==> src/rtl/lsu_mem_ctrl.sv <==
// Load/store unit: one memory op at a time from EX to data memory, aligned/extended result to WB.
// Latency: accept -> resp_valid in 3 cycles with a first-cycle ack, 2 cycles for a misaligned op.
// Backpressure: req_ready only in IDLE (stall otherwise); DM request held until mem_ack or timeout.
//
// Ports:
//   clk, reset          rising-edge clock, asynchronous active-low reset
//   req_valid/req_ready EX handshake with op, addr, store_data
//   mem_*               word-aligned DM request (req, we, addr, be, wdata), mem_ack/mem_rdata back
//   resp_valid          one-cycle completion pulse with load_data and err (0 ok, 1 misaligned, 2 timeout)
//   stall               high whenever the unit is not idle
module lsu_mem_ctrl #(
  parameter int TIMEOUT = 16,
  parameter int ADDR_W  = 32
) (
  input  logic              clk,
  input  logic              reset,
  input  logic              req_valid,
  output logic              req_ready,
  input  logic [2:0]        op,
  input  logic [ADDR_W-1:0] addr,
  input  logic [31:0]       store_data,
  output logic              mem_req,
  output logic              mem_we,
  output logic [ADDR_W-1:0] mem_addr,
  output logic [3:0]        mem_be,
  output logic [31:0]       mem_wdata,
  input  logic              mem_ack,
  input  logic [31:0]       mem_rdata,
  output logic              resp_valid,
  output logic [31:0]       load_data,
  output logic [1:0]        err,
  output logic              stall
);

  localparam logic [2:0] OP_LW  = 3'd0;
  localparam logic [2:0] OP_LH  = 3'd1;
  localparam logic [2:0] OP_LHU = 3'd2;
  localparam logic [2:0] OP_LB  = 3'd3;
  localparam logic [2:0] OP_LBU = 3'd4;
  localparam logic [2:0] OP_SW  = 3'd5;
  localparam logic [2:0] OP_SH  = 3'd6;
  localparam logic [2:0] OP_SB  = 3'd7;

  localparam logic [1:0] ERR_OK    = 2'd0;
  localparam logic [1:0] ERR_ALIGN = 2'd1;
  localparam logic [1:0] ERR_BUS   = 2'd2;

  // Counter value seen in the TIMEOUT-th ACCESS cycle (it starts at 0 in the first one).
  localparam logic [7:0] TO_LAST = 8'(TIMEOUT - 1);

  typedef enum logic [1:0] {IDLE, ACCESS, RESP} state_t;

  state_t            state, state_nxt;
  logic [2:0]        op_q;
  logic [ADDR_W-1:0] addr_q;
  logic [31:0]       sd_q;
  logic [31:0]       rdata_q;
  logic [1:0]        err_q, err_nxt;
  logic [7:0]        cnt_q;
  logic              misaligned;
  logic              is_store, is_word, is_half;
  logic [3:0]        be_dec;
  logic [31:0]       wdata_dec;
  logic [7:0]        lane_b;
  logic [15:0]       lane_h;
  logic [31:0]       load_ext;

  // Alignment of the incoming op; only meaningful while accepting in IDLE.
  always_comb begin
    misaligned = 1'b0;
    case (op)
      OP_LW, OP_SW:         misaligned = (addr[1:0] != 2'b00);
      OP_LH, OP_LHU, OP_SH: misaligned = addr[0];
      default:              misaligned = 1'b0;
    endcase
  end

  // Next-state logic.
  always_comb begin
    state_nxt = state;
    err_nxt   = err_q;
    case (state)
      IDLE: begin
        if (req_valid) begin
          if (misaligned) begin
            state_nxt = RESP;
            err_nxt   = ERR_ALIGN;
          end else begin
            state_nxt = ACCESS;
            err_nxt   = ERR_OK;
          end
        end
      end
      ACCESS: begin
        // An ack in the final allowed cycle still completes normally.
        if (mem_ack) begin
          state_nxt = RESP;
          err_nxt   = ERR_OK;
        end else if (cnt_q == TO_LAST) begin
          state_nxt = RESP;
          err_nxt   = ERR_BUS;
        end
      end
      RESP:    state_nxt = IDLE;
      default: state_nxt = IDLE;
    endcase
  end

  always_ff @(posedge clk or negedge reset) begin
    if (!reset) begin
      state <= IDLE;
    end else begin
      state <= state_nxt;
    end
  end

  always_ff @(posedge clk or negedge reset) begin
    if (!reset) begin
      op_q    <= OP_LW;
      addr_q  <= '0;
      sd_q    <= '0;
      rdata_q <= '0;
      err_q   <= ERR_OK;
      cnt_q   <= '0;
    end else begin
      err_q <= err_nxt;
      if (state == IDLE && req_valid) begin
        op_q    <= op;
        addr_q  <= addr;
        sd_q    <= store_data;
        rdata_q <= '0;
      end
      // Only an ack during ACCESS is honoured; stray acks elsewhere are dropped.
      if (state == ACCESS && mem_ack) begin
        rdata_q <= mem_rdata;
      end
      if (state == ACCESS && !mem_ack) begin
        cnt_q <= cnt_q + 8'd1;
      end else begin
        cnt_q <= '0;
      end
    end
  end

  // Width decode from the latched op.
  always_comb begin
    is_store = (op_q == OP_SW) || (op_q == OP_SH) || (op_q == OP_SB);
    is_word  = (op_q == OP_LW) || (op_q == OP_SW);
    is_half  = (op_q == OP_LH) || (op_q == OP_LHU) || (op_q == OP_SH);
    if (is_word) begin
      be_dec    = 4'b1111;
      wdata_dec = sd_q;
    end else if (is_half) begin
      be_dec    = 4'b0011 << addr_q[1:0];
      wdata_dec = {2{sd_q[15:0]}};
    end else begin
      be_dec    = 4'b0001 << addr_q[1:0];
      wdata_dec = {4{sd_q[7:0]}};
    end
  end

  // Lane select and extension of the captured read word.
  always_comb begin
    lane_h = addr_q[1] ? rdata_q[31:16] : rdata_q[15:0];
    case (addr_q[1:0])
      2'd0:    lane_b = rdata_q[7:0];
      2'd1:    lane_b = rdata_q[15:8];
      2'd2:    lane_b = rdata_q[23:16];
      default: lane_b = rdata_q[31:24];
    endcase
    case (op_q)
      OP_LW:   load_ext = rdata_q;
      OP_LH:   load_ext = {{16{lane_h[15]}}, lane_h};
      OP_LHU:  load_ext = {16'h0000, lane_h};
      OP_LB:   load_ext = {{24{lane_b[7]}}, lane_b};
      OP_LBU:  load_ext = {24'h000000, lane_b};
      default: load_ext = 32'h0000_0000;
    endcase
  end

  // Request outputs decode straight from state so a reset mid-access drops them at once.
  assign mem_req    = (state == ACCESS);
  assign mem_we     = (state == ACCESS) && is_store;
  assign mem_addr   = (state == ACCESS) ? {addr_q[ADDR_W-1:2], 2'b00} : '0;
  assign mem_be     = (state == ACCESS) ? be_dec : 4'b0000;
  assign mem_wdata  = (state == ACCESS) ? wdata_dec : 32'h0000_0000;
  assign req_ready  = (state == IDLE);
  assign stall      = (state != IDLE);
  assign resp_valid = (state == RESP);
  assign err        = resp_valid ? err_q : ERR_OK;
  assign load_data  = (resp_valid && err_q == ERR_OK) ? load_ext : 32'h0000_0000;

endmodule

==> config.mk <==
export PLATFORM = sky130hd
export DESIGN_NAME = lsu_mem_ctrl
export DESIGN_NICKNAME = d
export VERILOG_FILES = /design/src/rtl/lsu_mem_ctrl.sv
export SDC_FILE = /design/constraint.sdc
export NUM_CORES = 1
export LEC_CHECK = 0
export CAP_MARGIN = 20
export CORE_ASPECT_RATIO = 1.4
export CORE_MARGIN = 8
export CORE_UTILIZATION = 69
export CTS_CLUSTER_SIZE = 40
export DETAILED_ROUTE_END_ITERATION = 8
export DONT_BUFFER_PORTS = 1
export PLACE_DENSITY = 0.85
export SLEW_MARGIN = 30
export SYNTH_ARGS = -nofsm -noshare
export SYNTH_HDL_FRONTEND = slang
export SYNTH_SLANG_ARGS = --single-unit
export TNS_END_PERCENT = 5
==> constraint.sdc <==
create_clock -name clk -period 3.21 [get_ports clk]
set_input_delay 0.642 -clock clk [delete_from_list [all_inputs] [get_ports clk]]
set_output_delay 0.642 -clock clk [all_outputs]
set_load 0.02 [all_outputs]
==> summary.txt, run 1 <==
Floorplan
  • Top-Level Pins: 210
  • Core Area: 8150 um2
  • DIE HEIGHT: 125 um
  • Die footprint: 11,700 um2
  • Die X: 93.5 um
  • Initial Util: 71.3%
  • Rows: 39

Yosys
  • Top-count cell post-synth: dfrtp_1
  • Synth top area share: 47.8%
  • Asr flop ratio synth: 100%
  • Synth cell count leaders: dfrtp_1, mux2_2, and2_1, a22o_1, a21oi_1
  • Yosys top cell by area: dfrtp_1
  • Synth area leaders: dfrtp_1, mux2_2, a22o_1, and2_1, mux2i_1
  • Gate Count Post-Synth: 506
  • Top_reg_cell synth: dfrtp_1
  • Synthesized area: 5810 um2
  • Yosys cell types: 51
  • Synth Register Bits: 111
  • Post-synth EDFFs: 0
  • Seq/Total Area, Yosys: 47.8%
  • Syn Area/Cell: 11.5 um2
  • Syn. warnings: 0

Status
  • Failing checks: hold timing
  • Status: complete, but fails checks

Flow run
  • Maxcap violations: 0

Power and ir drop
  • Pwr/cell area: 1120 nW/um2
  • Max IR drop VDD: 766 uV
  • Leak: 0.00283 uW

STA
  • Hold WS: -0.0205 ns
  • Final min period: 3.09 ns
  • Worst-margin pin slew: 0.650 ns
  • Highest Clock Rate: 0.324 GHz
  • Worst slew margin: 56.5%
  • Final setup fails: 0
  • Final setup TNS: 0 ns
  • RSZ-0062 raised after global routing: no
  • Worst setup margin: 0.123 ns
  • Max-slew violation count: 0
  • Final worst-path cycle share: 96.2%
  • Layout Skew: 0.00850 ns
  • Final hold vios: 16

Setup path
  • WS Path Type: reg2out
  • Worst path arrival time: 2.44 ns
  • CP Max Fanout: 16
  • Worst Setup Start Kind: flop
  • Crit. End Element: output port
  • Worst path required time: 2.57 ns

GRT
  • First-pass GRT wire length: 24,100 um
  • Grt total ovfl: 0
  • Initial antenna violation count: 1
  • Total Routing Usage GR: 26.7%
  • Vias in the first global route: 4,390
  • Largest net degree at the start of global routing: 112

Placed design
  • GP Congestion: 0.891
  • Place WS: 0.411 ns
  • Port Buffers: 0
  • Hpwl dp: 11,300 um

Clocking
  • Clock Latency Late Sink: 0.35 ns
  • CTS clk-pin slew, worst paths: 0.08 ns
  • Clock sinks: 111
  • H-tree depth: 3
  • Postcts setup bufs: 0
  • Worst-case clock buffer depth: 2
  • Root buffer cell: clkbuf_16
  • TritonCTS Buffers: 9
  • Clock tree from TritonCTS: done

Routing
  • Vias: 4,185
  • Drt first pass iters: 7
  • Vias per inst: 6.89
  • 1st-iter DRT viols: 266
  • Routed length per placed instance: 26.2 um
  • Post-DRT Antenna Nets: 0
  • Total Wirelength: 15,900 um
  • DRC viols: 0

Finish
  • Area growth, synth to finish: 7.80%
  • # nets final: 603
  • Fraction of layout cells with a size suffix above 1: 25.8%

Hold path
  • Hold Path Class: in2async
through the flow:
step                util [%]  instances  power (uW)  instance area [um2]  hold slack [ns]
floorplan                  -        507        4990                 5810            0.346
global placement        72.4        590        5580                 5900            0.350
detailed placement      72.4        590        5700                 5900            0.351
CTS                     76.6        606        6970                 6240          -0.0234
global route            76.8        607        7360                 6260          -0.0282
finish                  76.8        607        7000                 6260          -0.0205
report_power, final:
group / internal [uW] / switching, uW
Sequential: 2020 / 637
Combinational: 1350 / 1760
Clock: 718 / 522
kinds of logic after synthesis:
group,count (synthesis),synth area share (%)
other,1,0.0646
AND/OR/NAND/NOR,123,12.2
multiplexers,94,19.3
buffers and inverters,48,4.48
adder cells (fa/ha/maj),2,0.388
flip-flops,111,47.8
AO/OA/AOI/OAI,120,14.6
XOR/XNOR,7,1.06
per-layer routing:
layer / track usage [%] / part of all wire, % / up-vias
li1: - / - / 1802
met1: 29.2 / 35 / 2112
met2: 45.8 / 52 / 236
met3: 7.66 / 9.8 / 35
met4: 13.0 / 3.2 / 0
met5: 0 / 0 / -
worst max-delay path: stages (launching register included):
cell and delay [ns]:
dfrtp_1 0.63, nor2b_4 0.24, mux4_2 0.49, and4b_1 0.41
a21o_1 0.33
flip-flops by register name, summed over array words and instances, names as in the netlist:
name,count
rdata_q,32
addr_q,32
state,2
sd_q,32
op_q,3
err_q,2
cnt_q,8
path summary, 6_finish.rpt:
check | slack (ns) | cells past startpoint | endpoint | from
worst min register to register | 0.49 | 1 | cnt_q[0] | cnt_q[0]
max in group asynchronous | 3.04 | 0 | rdata_q[6] | reset
worst max-delay path | 0.12 | 4 | load_data[27] | op_q[1]
min in group clk | 0.43 | 1 | rdata_q[15] | mem_rdata[15]
worst max register to register | 1.08 | 7 | rdata_q[6] | state[1]
worst min-delay path | -0.02 | 0 | rdata_q[16] | reset
final cells by class:
| class | instances | area, um2 |
|---|---|---|
| Inverter | 6 | 22.5 |
| Timing Repair Buffer | 23 | 198 |
| Clock inverter | 6 | 97.6 |
| Clock buffer | 10 | 239 |
| Multi-Input combinational cell | 348 | 2800 |
| Fill cell | 511 | 1890 |
| Sequential cell | 111 | 2780 |
| Antenna cell | 1 | 2.50 |
| Tap cell | 102 | 128 |
cells in the final DEF (no fill, tap or decap), drive strengths merged, types with 3 or more instances in the layout:
master / instances
a21o: 16
a21oi: 31
a221o: 7
a22o: 33
a22oi: 8
and2: 42
buf: 23
clkbuf: 10
dfrtp: 111
inv: 9
mux2: 66
mux2i: 20
mux4: 8
nand2: 23
nand2b: 3
nand3: 4
nor2: 22
nor2b: 9
o21ai: 16
o21bai: 3
xnor2: 4
xor2: 3
repair_timing:
item,4_1_cts,5_1_grt
endpoints found under the setup margin,0,20
gates resized for setup,0,6
hold endpoints to repair,111,111
(Power assumes the default switching activity.)
==> inputs of run 2 (changes only) <==
- ABC_AREA: default -> 1
- CAP_MARGIN: 20 -> default
==> run 2 against run 1 <==
  * The flow still finishes with violations (hold timing)
  * Via count is 37% higher
  * Final cell count is 58% higher
  * Clock power is 8% lower
  * Design area is 3.7% higher
  * Largest power group unchanged
==> summary.txt, run 2 <==
Setup path
  • FF-to-FF setup slack: 0.86 ns (-0.22 ns)
  • Worst reg2reg path endpoint: rdata_q[10]
  • Crit path depth: 7 (+3)
  • Crit. End Element: output port
  • R2R Path Start: state[1]
  • Critical path origin: state[0]
  • Worst path most repeated cell: inv_2
  • Setup crit end: load_data[2]
  • Worst path required time: 2.57 ns (about the same)
  • Worst path arrival time: 2.43 ns (about the same)
  • Crit-path max cell delay: 0.48 ns (-0.15 ns)
  • Worst Setup Start Kind: flop
  • Worst path top cell family by delay: compound AO/OA/AOI/OAI gates
  • WS Path Type: reg2out
  • CP Max Fanout: 17 (+1)
  • Worst path cell trace: inv_1, nand2_1, inv_2, nand3_2, a21oi_4, inv_2, a21oi_1
  • Critical path buffer and inverter count: 3 (+3)
  • Crit-path slowest cell: a21oi_4
  • Cells on worst reg2reg path: 6 (-1)

Yosys
  • Syn Area/Cell: 7.11 um2 (-38%)
  • Synth area leaders: dfrtp_1, nand2_1, nor2_1, o21ai_0, inv_1
  • Yosys cell types: 33 (-35%)
  • Seq/Total Area, Yosys: 44.8% (-3.0 points)
  • Synth cell count leaders: nand2_1, nor2_1, dfrtp_1, inv_1, o21ai_0
  • Asr flop ratio synth: 100% (unchanged)
  • Synth Register Bits: 111 (unchanged)
  • Top-count cell post-synth: nand2_1
  • Syn. warnings: 0 (unchanged)
  • Synthesized area: 6200 um2 (+6.7%)
  • Yosys top cell by area: dfrtp_1
  • Gate Count Post-Synth: 871 (+72%)
  • Post-synth EDFFs: 0 (unchanged)
  • Top_reg_cell synth: dfrtp_1
  • Synth top area share: 44.8% (-3.0 points)

Clocking
  • TritonCTS Buffers: 9 (unchanged)
  • CTS clk-pin slew, worst paths: 0.07 ns (about the same)
  • Clock tree from TritonCTS: done
  • Clock Latency Late Sink: 0.35 ns (about the same)
  • Worst-case clock buffer depth: 2 (unchanged)
  • H-tree depth: 3 (unchanged)
  • Clock sinks: 111 (unchanged)
  • Root buffer cell: clkbuf_16

Floorplan
  • Die X: 96.1 um (+2.7%)
  • Core Area: 8870 um2 (+8.9%)
  • Initial Util: 69.8% (-1.5 points)
  • DIE HEIGHT: 128 um (+2.9%)
  • Top-Level Pins: 210 (unchanged)
  • Die footprint: 12,300 um2 (+5.7%)
  • Rows: 41 (+5.1%)

Finish
  • # diodes: 0 (-1)
  • # nets final: 953 (+58%)
  • Finished Core Util: 73.2% (-3.6 points)
  • Fraction of layout cells with a size suffix above 1: 7.62% (-18 points)
  • Leading cell type in the layout, fill and taps excluded: nand2_1
  • Fin cells: 960 (+58%)
  • Fillers: 740 (+45%)
  • Storage element area: 2780 um2 (about the same)
  • Area growth, synth to finish: 4.83%
  • Area of the multi-input gates: 2760 um2 (-1.4%)
  • Most frequent cells in the layout: nand2_1, nor2_1, dfrtp_1
  • Biggest regs: addr_q: 32 flops, rdata_q: 32 flops, sd_q: 32 flops

STA
  • Final min period: 3.07 ns (-0.0128 ns)
  • Max-slew violation count: 0 (unchanged)
  • Worst slew margin: 43.3% (-13 points)
  • Worst-margin pin slew: 0.844 ns (+0.194 ns)
  • Final setup fails: 0 (unchanged)
  • Final worst-path cycle share: 95.8% (-0.40 points)
  • Highest Clock Rate: 0.325 GHz (+0.42%)
  • Hold WS: -0.0253 ns (-0.00474 ns)
  • RSZ-0062 raised after global routing: yes
  • Final hold vios: 20 (+4)
  • Layout Skew: 0.00609 ns (-0.00241 ns)
  • Final setup TNS: 0 ns (unchanged)

GRT
  • Grt total ovfl: 0 (unchanged)
  • Largest net degree at the start of global routing: 112 (unchanged)
  • Vias in the first global route: 5,735 (+31%)
  • Total Routing Usage GR: 29.4% (+2.7 points)
  • First-pass GRT wire length: 28,200 um (+17%)
  • Initial antenna violation count: 0 (-1)

Placed design
  • Placed insts: 944 (+60%)
  • Hpwl dp: 13,200 um (+17%)
  • Port Buffers: 0 (unchanged)
  • GP Congestion: 0.955 (+7.2%)

Power and ir drop
  • Leak: 0.00332 uW (+17%)
  • Pwr/cell area: 1100 nW/um2 (-2.0%)
  • Max IR drop VDD: 649 uV (-15%)
  • Total power: 7120 uW (+1.6%)

Routing
  • Routed length per placed instance: 18.7 um (-28%)
  • Drt first pass iters: 7 (unchanged)
  • DRC viols: 0 (unchanged)
  • Vias per inst: 5.98 (-13%)
  • Post-DRT Antenna Nets: 0 (unchanged)
  • Vias: 5,739 (+37%)
  • Total Wirelength: 18,000 um (+13%)
  • 1st-iter DRT viols: 413 (+55%)

Hold path
  • Hold Path Class: in2async

Flow run
  • Maxcap violations: 0 (unchanged)

Status
  • Status: complete, but fails checks
  • Failing checks: hold timing
run 2: through the flow:
stage / hold slack [ns] / setup WS, ns / area (um2)
after floorplan: 0.346 / 1.08 / 6200
after CTS: -0.0300 / 0.142 / 6480
after global routing: -0.0341 / -0.0318 / 6490
after detailed placement: 0.350 / 0.530 / 6190
after global placement: 0.349 / 0.580 / 6190
final: -0.0253 / 0.136 / 6490
run 2: worst min-delay path by stage:
stage	to	startpoint	cells past startpoint
floorplan	addr_q[0]	reset	0
global placement	rdata_q[27]	reset	0
detailed placement	rdata_q[27]	reset	0
CTS	rdata_q[28]	reset	0
global route	rdata_q[12]	reset	0
finish	rdata_q[27]	reset	0
run 2: kinds of logic (layout without fill, tap and decap cells):
group	Yosys count	in the layout	share of synthesized area [%]
AO/OA/AOI/OAI	156	156	13.6
buffers and inverters	158	139	10.8
adder cells (fa/ha/maj)	1	1	0.202
flip-flops	111	111	44.8
other	1	2	0.0605
AND/OR/NAND/NOR	444	444	30.5
run 2: metal layers:
metal / global-route usage, % / part of all wire [%] / up-vias
met3: 8.56 / 9.1 / 64
met5: 0 / 0 / -
met2: 47.9 / 49 / 285
li1: - / - / 2695
met1: 32.6 / 37 / 2695
met4: 18.3 / 4.9 / 0
run 2: worst reg2reg max path, stage by stage, from the launching register on:
cell     delay [ns]
dfrtp_1        0.41
inv_1          0.10
nand2_2        0.06
inv_2          0.48
nand2_2        0.28
nand2_1        0.64
o21ai_0        0.22
run 2: area by class of cell:
| cell class | instances | share of cell area, % |
|---|---|---|
| Timing Repair Buffer | 14 | 1.81 |
| Inverter | 110 | 6.40 |
| Sequential cell | 111 | 42.8 |
| Clock buffer | 10 | 3.68 |
| Tap cell | 107 | 2.06 |
| Clock inverter | 5 | 0.867 |
| Multi-Input combinational cell | 603 | 42.4 |
run 2: timing repair:
item,in CTS,in global routing
resized for setup,0,1
endpoints found under the setup margin,0,21
buffers inserted,0,1
hold endpoints to repair,111,111
run 2: power breakdown:
part           leakage, uW  total [uW]  switching (uW)  internal [uW]
Combinational      0.00176        3510            2610            897
Sequential         0.00141        2470             448           2030
Clock             0.000145        1140             515            623
Total              0.00332        7120            3570           3550
==> inputs of run 3 (changes only) <==
- PLACE_DENSITY: 0.85 -> default
- PLACE_DENSITY_LB_ADDON: default -> 0.3
==> run 3 against run 2 <==
  * The flow still finishes with violations (hold timing)
  * Wire length is 2.9% higher
  * Die area stayed put
  * Design area is 0.37% higher
  * Total power is 0.79% higher
  * Clock power is 4% higher
  * Largest power group unchanged
  * Highest routed layer unchanged
==> summary.txt, run 3 (same netlist as run 2, synthesis figures left out) <==
Status
  • Status: complete, but fails checks
  • Failing checks: hold timing

Routing
  • 1st-iter DRT viols: 406 (-1.7%)
  • DRC viols: 0 (unchanged)
  • Routed length per placed instance: 19.2 um (+2.8%)
  • Vias per inst: 6.06 (+1.4%)
  • Post-Route M1 WL: 6710 um (+2.1%)
  • Post-DRT Antenna Nets: 0 (unchanged)
  • Vias: 5,823 (+1.5%)
  • Met2 wire length: 9300 um (+4.9%)
  • Drt first pass iters: 5 (-2)
  • Top Metal Used: met4
  • Total Wirelength: 18,500 um (+2.9%)
  • Met3 routed WL: 1680 um (+2.3%)

STA
  • Final worst-path cycle share: 95.6% (-0.20 points)
  • Final min period: 3.07 ns (-0.00657 ns)
  • Hold WS: -0.0138 ns (+0.0115 ns)
  • Final setup TNS: 0 ns (unchanged)
  • Worst slew margin: 44.1% (+0.81 points)
  • Highest Clock Rate: 0.326 GHz (+0.21%)
  • RSZ-0062 raised after global routing: no
  • Final setup fails: 0 (unchanged)
  • Max-slew violation count: 0 (unchanged)
  • Final hold vios: 11 (-45%)
  • Layout Skew: 0.00756 ns (+0.00148 ns)
  • Worst-margin pin slew: 0.832 ns (-0.0121 ns)

Finish
  • Most frequent cells in the layout: nand2_1, nor2_1, dfrtp_1
  • Leading cell type in the layout, fill and taps excluded: nand2_1
  • Fraction of layout cells with a size suffix above 1: 7.61% (-0.0089 points)
  • Fillers: 710 (-4.1%)
  • Area of the multi-input gates: 2750 um2 (-0.14%)
  • # nets final: 953 (unchanged)
  • # diodes: 0 (unchanged)
  • Area growth, synth to finish: 5.21%
  • Biggest regs: addr_q: 32 flops, rdata_q: 32 flops, sd_q: 32 flops
  • Storage element area: 2780 um2 (unchanged)

GRT
  • Initial antenna violation count: 0 (unchanged)
  • Largest net degree at the start of global routing: 112 (unchanged)
  • Grt total ovfl: 0 (unchanged)
  • Total Routing Usage GR: 30.5% (+1.1 points)
  • First-pass GRT wire length: 29,300 um (+4.1%)
  • Vias in the first global route: 5,881 (+2.5%)

Setup path
  • Worst path required time: 2.57 ns (about the same)
  • Crit-path slowest cell: nor2_8
  • Worst path arrival time: 2.43 ns (about the same)
  • Crit-path max cell delay: 0.53 ns (+0.05 ns)
  • CP Max Fanout: 43 (+26)
  • WS Path Type: reg2out
  • Worst path most repeated cell: nor2_1
  • Crit. End Element: output port
  • Worst path cell trace: inv_2, nand2_4, inv_4, nor2_8, nor2_1, nor2_1
  • Worst Setup Start Kind: flop

Floorplan
  • Top-Level Pins: 210 (unchanged)
  • Die footprint: 12,300 um2 (unchanged)
  • Initial Util: 69.8% (unchanged)
  • Rows: 41 (unchanged)
  • DIE HEIGHT: 128 um (unchanged)
  • Die X: 96.1 um (unchanged)
  • Core Area: 8870 um2 (unchanged)

Clocking
  • Worst-case clock buffer depth: 2 (unchanged)
  • Clock sinks: 111 (unchanged)
  • CTS clk-pin slew, worst paths: 0.07 ns (about the same)
  • Clock Latency Late Sink: 0.35 ns (about the same)
  • H-tree depth: 3 (unchanged)
  • Clock tree from TritonCTS: done
  • Cts repair resizes: 0 (unchanged)
  • TritonCTS Buffers: 9 (unchanged)
  • Root buffer cell: clkbuf_16

Power and ir drop
  • Total power: 7170 uW (+0.79%)
  • Leak: 0.00333 uW (+0.48%)
  • Max IR drop VDD: 782 uV (+20%)
  • Pwr/cell area: 1100 nW/um2 (+0.42%)

Placed design
  • Port Buffers: 0 (unchanged)
  • Hpwl dp: 13,500 um (+2.0%)
  • GP Congestion: 0.954 (about the same)

Hold path
  • Hold Path Class: in2async

Flow run
  • Maxcap violations: 0 (unchanged)
==> run 3: changes by cell type in the layout (fill, tap and decap cells not counted), sizes merged <==
cell / change
inv: +2
clkinvlp: -1
==> run 3: worst max-delay path, delay by kind of cell, from the launching register on <==
family        cells  cell delay [ns]
simple gates      4             1.28
flops             1             0.52
buf+inv           2             0.27
==> run 3: repair_timing <==
action,4_1_cts,5_1_grt
setup endpoints to repair,0,5
setup buffers,0,4
endpoints found under the hold margin,111,111
==> run 3: layout make-up <==
type | instances | share of cell area, %
Timing Repair Buffer | 14 | 1.80
Sequential cell | 111 | 42.6
Clock inverter | 6 | 1.29
Tap cell | 107 | 2.05
Multi-Input combinational cell | 603 | 42.2
Inverter | 110 | 6.37
Clock buffer | 10 | 3.67
==> run 3: worst paths after layout <==
| check | start | endpoint | slack, ns | depth (start not counted) |
|---|---|---|---|---|
| max in group asynchronous | reset | rdata_q[0] | 3.06 | 0 |
| max | op_q[2] | mem_wdata[13] | 0.14 | 6 |
| min | reset | rdata_q[28] | -0.01 | 0 |
| min reg2reg | cnt_q[0] | cnt_q[0] | 0.49 | 1 |
| max reg2reg | state[1] | rdata_q[8] | 0.63 | 6 |
| min in group clk | store_data[28] | sd_q[28] | 0.40 | 2 |
==> run 3: per-stage QoR <==
stage / hold slack (ns) / worst slack, ns / util [%] / cell area [um2] / cells
final: -0.0138 / 0.143 / 73.5 / 6520 / 961
after global routing: -0.0308 / 0.0187 / 73.5 / 6520 / 961
after CTS: -0.0250 / 0.0833 / 73.1 / 6490 / 957
after detailed placement: 0.350 / 0.483 / 69.5 / 6170 / 941
after global placement: 0.349 / 0.538 / 69.5 / 6170 / 941
after floorplan: 0.346 / 1.08 / - / 6200 / 872
==> run 3: routing by layer <==
metal | vias to the layer above | track usage, %
li1 | 2698 | -
met1 | 2758 | 34.4
met2 | 316 | 50.9
met3 | 51 | 7.68
met4 | 0 | 16.3
met5 | - | 0
==> run 3: where the power goes <==
part / switching, uW / total (uW) / internal [uW] / leakage, uW
Sequential: 463 / 2490 / 2030 / 0.00141
Clock: 544 / 1190 / 647 / 0.000158
Combinational: 2610 / 3500 / 888 / 0.00176
